File: config.mk
export PLATFORM = sky130hd
export DESIGN_NAME = input_controller_flat
export DESIGN_NICKNAME = d
export VERILOG_FILES = /design/src/rtl/input_controller_if.sv /design/src/rtl/input_controller.sv /design/src/flat_wrapper.sv
export SDC_FILE = /design/constraint.sdc
export NUM_CORES = 1
export LEC_CHECK = 0
export ABC_AREA = 1
export ABC_CLOCK_PERIOD_IN_PS = 4850
export CORE_ASPECT_RATIO = 0.9
export CORE_MARGIN = 3
export CORE_UTILIZATION = 60
export DETAILED_ROUTE_END_ITERATION = 10
export GPL_TIMING_DRIVEN = 0
export PLACE_DENSITY = 0.85
export SLEW_MARGIN = 20
export SYNTH_ARGS = -nofsm -noshare
export SYNTH_HDL_FRONTEND = slang
export SYNTH_SLANG_ARGS = --single-unit
File: constraint.sdc
create_clock -name clk -period 4.85 [get_ports clk]
set_clock_uncertainty 0.1 [all_clocks]
set_input_delay 0.485 -clock clk [delete_from_list [all_inputs] [get_ports clk]]
set_output_delay 0.485 -clock clk [all_outputs]
set_load 0.03 [all_outputs]
File: src/rtl/input_controller_if.sv
// Pad-side signal bundle for the NES gamepad reader: strobes out, serial data in, decoded button out.
interface input_controller_if;
  logic       button_data_in;
  logic       latch_tb;
  logic       pulse_tb;
  logic       slow_clk_tb;
  logic [3:0] button_data_out_tb;

  modport master (
    input  button_data_in,
    output latch_tb,
    output pulse_tb,
    output slow_clk_tb,
    output button_data_out_tb
  );

  modport slave (
    output button_data_in,
    input  latch_tb,
    input  pulse_tb,
    input  slow_clk_tb,
    input  button_data_out_tb
  );
endinterface

File: src/rtl/input_controller.sv
// Polls a serial NES-style gamepad once per frame and publishes the highest-priority
// pressed button as a 4-bit code (0 = none, 1 = A ... 8 = Right).
module input_controller #(
  parameter int unsigned HALF_DIV    = 300,
  parameter int unsigned FRAME_SLOTS = 16
) (
  input  logic                clk,
  input  logic                reset,
  input_controller_if.master  pad
);

  localparam int unsigned DIV_W  = 19;
  localparam int unsigned SLOT_W = $clog2(FRAME_SLOTS);
  localparam int unsigned BTN_N  = 8;
  localparam int unsigned CODE_W = 4;

  localparam logic [DIV_W-1:0]  DIV_LAST  = DIV_W'(HALF_DIV - 1);
  localparam logic [SLOT_W-1:0] SLOT_LAST = SLOT_W'(FRAME_SLOTS - 1);
  localparam logic [SLOT_W-1:0] SLOT_PUB  = SLOT_W'(BTN_N);
  localparam logic [SLOT_W-1:0] SLOT_ONE  = SLOT_W'(1);

  logic [DIV_W-1:0]  div_q,     div_d;
  logic              slow_clk_q, slow_clk_d;
  logic [SLOT_W-1:0] slot_q,    slot_d;
  logic [BTN_N-1:0]  capture_q, capture_d;
  logic [CODE_W-1:0] code_q,    code_d;
  logic [CODE_W-1:0] prio_c;
  logic              div_wrap_c;
  logic              fall_tick_c;

  // State register: divider, slow clock, slot sequencer, capture and published code
  always_ff @(posedge clk or posedge reset) begin
    if (reset) begin
      div_q      <= '0;
      slow_clk_q <= 1'b0;
      slot_q     <= '0;
      capture_q  <= '0;
      code_q     <= '0;
    end else begin
      div_q      <= div_d;
      slow_clk_q <= slow_clk_d;
      slot_q     <= slot_d;
      capture_q  <= capture_d;
      code_q     <= code_d;
    end
  end

  // Lowest set index wins, so scan from the top and let lower bits overwrite
  always_comb begin
    prio_c = '0;
    for (int i = int'(BTN_N) - 1; i >= 0; i--) begin
      if (capture_q[i]) prio_c = CODE_W'(i + 1);
    end
  end

  // Next-state: slot advances and samples on the fall tick that ends each strobe
  always_comb begin
    div_wrap_c  = (div_q == DIV_LAST);
    fall_tick_c = div_wrap_c & slow_clk_q;
    div_d       = div_wrap_c ? '0 : div_q + DIV_W'(1);
    slow_clk_d  = slow_clk_q ^ div_wrap_c;
    slot_d      = slot_q;
    capture_d   = capture_q;
    code_d      = code_q;
    if (fall_tick_c) begin
      slot_d = (slot_q == SLOT_LAST) ? '0 : slot_q + SLOT_ONE;
      if (slot_q < SLOT_PUB) capture_d[slot_q[2:0]] = ~pad.button_data_in;
      if (slot_q == SLOT_PUB) code_d = prio_c;
    end
  end

  // Strobes decode registered state only: latch in slot 0, shift pulses in slots 1..8
  always_comb begin
    pad.latch_tb = slow_clk_q & (slot_q == '0);
    pad.pulse_tb = slow_clk_q & (slot_q >= SLOT_ONE) & (slot_q <= SLOT_PUB);
  end

  assign pad.slow_clk_tb        = slow_clk_q;
  assign pad.button_data_out_tb = code_q;

endmodule

File: src/flat_wrapper.sv
// flat-port wrapper written by rule: the top's interface ports become plain ports
module input_controller_flat 
#(
  parameter int unsigned HALF_DIV    = 300,
  parameter int unsigned FRAME_SLOTS = 16
)
  (clk, reset, pad_button_data_in, pad_latch_tb, pad_pulse_tb, pad_slow_clk_tb, pad_button_data_out_tb);
  input_controller_if pad_i ();
  input  logic clk;
  input  logic reset;
  input wire logic [$bits(pad_i.button_data_in)-1:0] pad_button_data_in;
  output wire logic [$bits(pad_i.latch_tb)-1:0] pad_latch_tb;
  output wire logic [$bits(pad_i.pulse_tb)-1:0] pad_pulse_tb;
  output wire logic [$bits(pad_i.slow_clk_tb)-1:0] pad_slow_clk_tb;
  output wire logic [$bits(pad_i.button_data_out_tb)-1:0] pad_button_data_out_tb;
  assign pad_i.button_data_in = pad_button_data_in;
  assign pad_latch_tb = pad_i.latch_tb;
  assign pad_pulse_tb = pad_i.pulse_tb;
  assign pad_slow_clk_tb = pad_i.slow_clk_tb;
  assign pad_button_data_out_tb = pad_i.button_data_out_tb;
  input_controller #(.HALF_DIV(HALF_DIV), .FRAME_SLOTS(FRAME_SLOTS)) u_core (.clk(clk), .reset(reset), .pad(pad_i));
endmodule
==> results of run 1 <==
-- metrics by stage --
step | cell area [sq um] | setup slack [ns] | utilization | hold slack [ns] | total power [mW]
finish | 2170 | 2.23 | 0.702 | 0.388 | 0.517
global placement | 2090 | 2.31 | 0.676 | 0.363 | 0.314
global route | 2170 | 1.97 | 0.702 | 0.406 | 0.535
detailed placement | 2090 | 2.26 | 0.676 | 0.366 | 0.314
CTS | 2170 | 2.19 | 0.702 | 0.385 | 0.522
floorplan | 1960 | 2.66 | - | 0.353 | 0.311
-- worst min-delay path, delay by kind of cell (launching register included) --
| family | cells | cell delay (ns) |
|---|---|---|
| AND/OR/NAND/NOR | 2 | 0.10 |
| flip-flops | 1 | 0.36 |
-- metal layers --
layer / vias up / part of all wire
met4: 0 / 0.018
met5: - / 0
met3: 7 / 0.071
met1: 748 / 0.48
met2: 47 / 0.43
li1: 828 / -
-- power groups by stage --
stage          Clock (mW)  Combinational [mW]  Sequential (mW)
2_1_floorplan           0             0.00529            0.306
3_3_place_gp            0             0.00773            0.306
3_5_place_dp            0             0.00791            0.306
4_1_cts             0.214             0.00790            0.300
5_1_grt             0.226             0.00890            0.300
6_report            0.210             0.00742            0.300
-- cell families after synthesis --
| kind of cell | Yosys count |
|---|---|
| compound gates | 26 |
| xor+xnor | 11 |
| fa+ha+maj | 5 |
| buf+inv | 42 |
| flops | 36 |
| simple gates | 134 |
-- how the worst min path moves through the flow --
stage / start / end / cells after the start
final: u_core.pad.button_data_out_tb[3] / u_core.pad.button_data_out_tb[3] / 2
after global routing: pad_button_data_in / u_core.capture_q[0] / 2
after CTS: pad_button_data_in / u_core.capture_q[4] / 2
after detailed placement: u_core.pad.button_data_out_tb[1] / u_core.pad.button_data_out_tb[1] / 2
after global placement: u_core.pad.button_data_out_tb[1] / u_core.pad.button_data_out_tb[1] / 2
after floorplan: u_core.capture_q[7] / u_core.capture_q[7] / 2
-- cell usage in the layout, fill, tap and decap left out, drive strengths merged --
cell           count
clkbuf             5
buf                2
clkinvlp           1
nor2b              1
xor2               9
bufinv             1
a21boi             1
and2               1
nor3               3
xnor2              2
clkinv             1
nor2              44
inv               40
clkdlybuf4s50      8
o21ai              9
dfrtp             36
ha                 5
o31ai              1
a21oi              8
nand3b             2
nand3             17
nand4              5
nand2             61
a31oi              7
-- flip-flops by register name, summed over array words and instances (netlist names) --
signal	count
u_core.div_q	19
u_core.capture_q	8
u_core.pad.button_data_out_tb	4
u_core.slot_q	4
u_core.pad.slow_clk_tb	1
-- cell type report --
type	instances	share of cell area
flip-flops and latches	36	0.415
multi-input cells	176	0.413
inverters	40	0.0692
repair buffers	8	0.0369
well taps	42	0.0242
clock inverters	3	0.0196
clock buffers	5	0.0173
plain buffers	2	0.00404
==> run_results.csv, run 1 <==
group,metric,value,unit
run_status,status,"finished clean",
global_route,grt_pass1_wl,5.91,mm
floorplanning,num_rows,19,
logic_synthesis,synthSimpleGateAreaFrac,0.303,
clock_tree,cts_tree,"built",
routing,vias_per_cell,5.22,
routing,wirelength,3.52,mm
worst_hold_path,hp-class,"reg -> reg",
clock_tree,clkLatencyLatePin,0.34,ns
logic_synthesis,synth_compound_area_frac,0.0736,
logic_synthesis,synth_top_family_by_area,"simple AND/OR/NAND/NOR gates",
power,p_sw,109,uW
routing,drt-initial-drc-count,73,
placement,dpl.hpwl,2.61,mm
timing,rsz0062_at_grt,"no",
logic_synthesis,synthAdderAreaFrac,0.0320,
global_route,grt_overflow,0,
global_route,met2_usage,0.307,
clock_tree,cts_num_sinks,36,
global_route,grt_use_total,0.200,
floorplanning,die_width,66.2,microns
critical_path,rrSetupSlack,2.26,ns
power,seqPwrFrac,0.580,
placement,place_congestion,0.893,
global_route,antenna_found_initial,0,
logic_synthesis,netlist_instances,254,
global_route,use_met3,0.0508,
finish,num-fill-cells,248,
logic_synthesis,synthTopCellsByArea,"dfrtp_1 46%, nand2_1 11%, inv_1 7.7%",
clock_tree,cts_buffers,5,
critical_path,crit_arrival,2.04,ns
logic_synthesis,ys_warn_count,0,
timing,max_freq,381,MHz
clock_tree,postCtsHoldBufs,0,
logic_synthesis,yosys.area.top_type,"dfrtp_1",
critical_path,path_cells,"inv_1 -> ha_1 -> nand3_1 -> o21ai_0 -> nor2_1 -> clkdlybuf4s50_1",
logic_synthesis,netlist_area,0.00196,sq mm
clock_tree,h-tree-depth,2,
timing,slew_headroom,0.524,
logic_synthesis,yosysTopAreaCellShare,0.461,
job,drv_cap,0,
power,internal_power,408,uW
power,swShare,0.210,
logic_synthesis,syn_area_per_cell,7.70,sq um
timing,min_period,2.62,ns
finish,area.growth.synth_to_final,10.9,%
critical_path,crit_path_end,"pad_pulse_tb",
logic_synthesis,ys_async_sr_fraction,1.00,
critical_path,crit_buf_inv,2,
critical_path,r2r_start,"u_core.div_q[0]",
critical_path,critPathTopFamily,"buffers and inverters",
global_route,grt_max_degree,37,
finish,layout.nets,277,
global_route,grt_busiest_layer,"met2",
finish,antenna_cells,0,
placement,numPortBuffers,8,
critical_path,critPathKind,"reg -> out",
floorplanning,ios,10,
clock_tree,path_clk_slew,0.11,ns
timing,period_share,0.541,
floorplanning,start_util,0.633,
floorplanning,core,0.00309,sq mm
timing,worstMarginPinSlew,0.713,ns
critical_path,critPathSlowestCell,"clkdlybuf4s50_1",
routing,antenna_left,0,
critical_path,worstPathRequired,4.26,ns
routing,firstDrtPassIters,6,
routing,drc_errors,0,
routing,post_drt_wl_per_cell,11.3,microns
critical_path,regToRegEndpoint,"u_core.capture_q[7]",
global_route,grtUsageMet1,0.268,
timing,tns,0,ns
critical_path,cp-startpoint,"u_core.slot_q[1]",
critical_path,cpPeakStageDelay,0.67,ns
power,p_clk_frac,0.406,
finish,drive_gt1_frac,0.0852,
timing,drv_slew,0,
power,p_leak,1.13,nW
logic_synthesis,muxShareOfSynthArea,0,
critical_path,reg2reg_depth,12,
clock_tree,post_cts_buffers,0,
logic_synthesis,ys.flop_type,"dfrtp_1",
logic_synthesis,synthMostInstantiatedCell,"nand2_1",
floorplanning,die_h,60.2,microns
logic_synthesis,synthTopCellsByCount,"58 x nand2_1, 40 x inv_1, 36 x dfrtp_1",
timing,setup_violations,0,
timing,hold_violations,0,
power,powerDensity,238,mW/mm^2
global_route,grt_pass1_vias,1354,
critical_path,end_kind,"output port",
placement,dp.cells,304,
logic_synthesis,synth_fp_nets,262,
floorplanning,die_area,0.00398,sq mm
critical_path,start_kind,"flip-flop",
logic_synthesis,ys_ff_latch,36,
logic_synthesis,synthXorXnorAreaFrac,0.0493,
finish,final_cells,312,
routing,num_vias,1630,
logic_synthesis,synth_edf_count,0,
finish,register_area,901,sq um
critical_path,worst-path-stages,6,
clock_tree,cts_resized,0,
logic_synthesis,yosysUniqueCellTypes,24,
power,p_comb_frac,0.014,
clock_tree,cts_buffer_depth,2,
finish,multi_input_area,896,sq um
logic_synthesis,yosysSeqAreaShare,0.461,
power,ir_drop,0.213,mV
clock_tree,root_buffer,"clkbuf_4",
critical_path,path_max_fanout,5,
No activity file was read; power rests on OpenSTA's default activity.
==> run 2, diff against run 1 <==
- ABC_CLOCK_PERIOD_IN_PS: 4850 -> 2500
- CORE_UTILIZATION: 60 -> 59
- PLACE_DENSITY: 0.85 -> 0.84
- clock period: 4.85 -> 2.5 ns (I/O delays scaled with it)
==> run 2 against run 1 <==
  * Largest power group unchanged
  * Core utilization grew 1.2 points
  * Cell area grew 2.5%
  * Count of clock-buffer cells in the layout grew 2
  * Critical path type unchanged
==> run_results.csv, run 2 (same netlist as run 1, synthesis figures left out) <==
group,metric,value,unit
timing,hold_violations,0,
routing,firstDrtPassIters,4,
global_route,grt_overflow,0,
floorplanning,die_h,60.6,microns
global_route,use_met3,0.0611,
critical_path,critPathKind,"reg -> out",
floorplanning,core,0.00311,sq mm
timing,drv_slew,0,
timing,slew_headroom,0.512,
routing,post_drt_wl_per_cell,11.8,microns
routing,drt-initial-drc-count,78,
finish,regMostFlops,"u_core.div_q",
timing,setup_violations,0,
critical_path,worstPathRequired,2.15,ns
critical_path,start_kind,"flip-flop",
clock_tree,cts_tree,"built",
clock_tree,root_buffer,"clkbuf_8",
finish,num-fill-cells,263,
global_route,grt_pass1_wl,6.11,mm
power,powerDensity,464,mW/mm^2
routing,num_vias,1585,
clock_tree,cts_num_sinks,36,
global_route,grt_max_degree,37,
routing,vias_per_cell,5.06,
power,ir_drop,0.355,mV
floorplanning,die_area,0.00404,sq mm
timing,worstMarginPinSlew,0.731,ns
global_route,grt_use_total,0.208,
floorplanning,num_rows,19,
finish,stdcell_area,0.00222,sq mm
finish,drive_gt1_frac,0.0959,
finish,post-route-util,0.714,
finish,final_cell_mix,"58 x nand2_1, 39 x inv_1, 35 x dfrtp_1, 34 x nor2_1, 16 x nand3_1",
timing,max_freq,438,MHz
clock_tree,cts_buffers,5,
finish,reg_top3,"u_core.div_q: 19 flops, u_core.capture_q: 8 flops",
job,drv_cap,0,
run_status,status,"finished clean",
floorplanning,start_util,0.628,
floorplanning,die_width,66.7,microns
worst_hold_path,hp-class,"in -> reg",
critical_path,path_max_fanout,5,
finish,antenna_cells,0,
placement,place_congestion,0.891,
finish,largest_reg_flops,19,
placement,dpl.hpwl,2.61,mm
timing,min_period,2.29,ns
timing,period_share,0.914,
routing,wirelength,3.70,mm
clock_tree,path_clk_slew,0.07,ns
clock_tree,h-tree-depth,2,
finish,final_common_cell,"nand2_1",
placement,place_area,0.00209,sq mm
clock_tree,clkLatencyLatePin,0.29,ns
power,finalPower,1.03,mW
routing,drc_errors,0,
finish,layout.nets,278,
global_route,antenna_found_initial,0,
finish,area.growth.synth_to_final,13.7,%
placement,numPortBuffers,8,
routing,antenna_left,0,
critical_path,crit_arrival,1.94,ns
power,p_leak,1.16,nW
global_route,met2_usage,0.298,
global_route,grt_pass1_vias,1365,
global_route,grtUsageMet1,0.295,
critical_path,end_kind,"output port",
floorplanning,ios,10,
clock_tree,cts_buffer_depth,2,
global_route,grt_busiest_layer,"met2",
-- run 2: cell type report --
class / instances / area, sq um / share of cell area
multi-input cells: 176 / 926 / 0.416
plain buffers: 2 / 8.76 / 0.00394
flip-flops and latches: 36 / 902 / 0.406
inverters: 40 / 150 / 0.0675
well taps: 42 / 52.6 / 0.0236
clock buffers: 7 / 86.3 / 0.0388
clock inverters: 1 / 7.51 / 0.00338
repair buffers: 9 / 90.1 / 0.0405
-- run 2: where the power goes --
group | leakage (nW) | total, mW | switching, mW | internal (mW)
clock network | 0.0445 | 0.435 | 0.211 | 0.224
registers | 0.447 | 0.582 | 0 | 0.582
logic | 0.666 | 0.0146 | 0.0126 | 0.00200
-- run 2: per-layer routing --
layer / share of wire / vias up
li1: - / 827
met1: 0.50 / 714
met2: 0.44 / 38
met5: 0 / -
met3: 0.043 / 6
met4: 0.017 / 0
-- run 2: what timing repair did --
| action | CTS | global route |
|---|---|---|
| hold endpoints to repair | 0 | 0 |
| gates resized for setup | 2 | 6 |
| endpoints found under the setup margin | 13 | 11 |
| gates cloned | 0 | 0 |
| hold buffers | 0 | 0 |
| setup buffers | 1 | 0 |
| pin swaps | 1 | 0 |
-- run 2: final timing paths --
check,slack [ns],cells after the start,startpoint,endpoint
max,0.21,5,u_core.slot_q[0],pad_latch_tb
min,0.22,2,pad_button_data_in,u_core.capture_q[3]
max reg2reg,0.23,12,u_core.div_q[0],u_core.capture_q[7]
min reg2reg,0.39,2,u_core.pad.button_data_out_tb[1],u_core.pad.button_data_out_tb[1]
max in group asynchronous,1.48,2,reset,u_core.div_q[0]
min in group asynchronous,0.30,2,reset,u_core.div_q[11]
-- run 2: through the flow --
stage | TNS, ns | setup WS, ns | cells | hold WS [ns]
2_1_floorplan | 0 | 0.312 | 254 | 0.317
3_3_place_gp | -0.112 | -0.0565 | 304 | 0.362
3_5_place_dp | -0.446 | -0.101 | 304 | 0.373
4_1_cts | 0 | 0.0357 | 313 | 0.210
5_1_grt | -0.00990 | -0.00990 | 313 | 0.259
6_report | 0 | 0.215 | 313 | 0.215
-- run 2: worst max-delay path: stages (launching register included) --
cell             delay [ns]
dfrtp_1                0.45
inv_1                  0.17
ha_1                   0.16
nand3_1                0.08
nor2_1                 0.10
clkdlybuf4s50_1        0.68
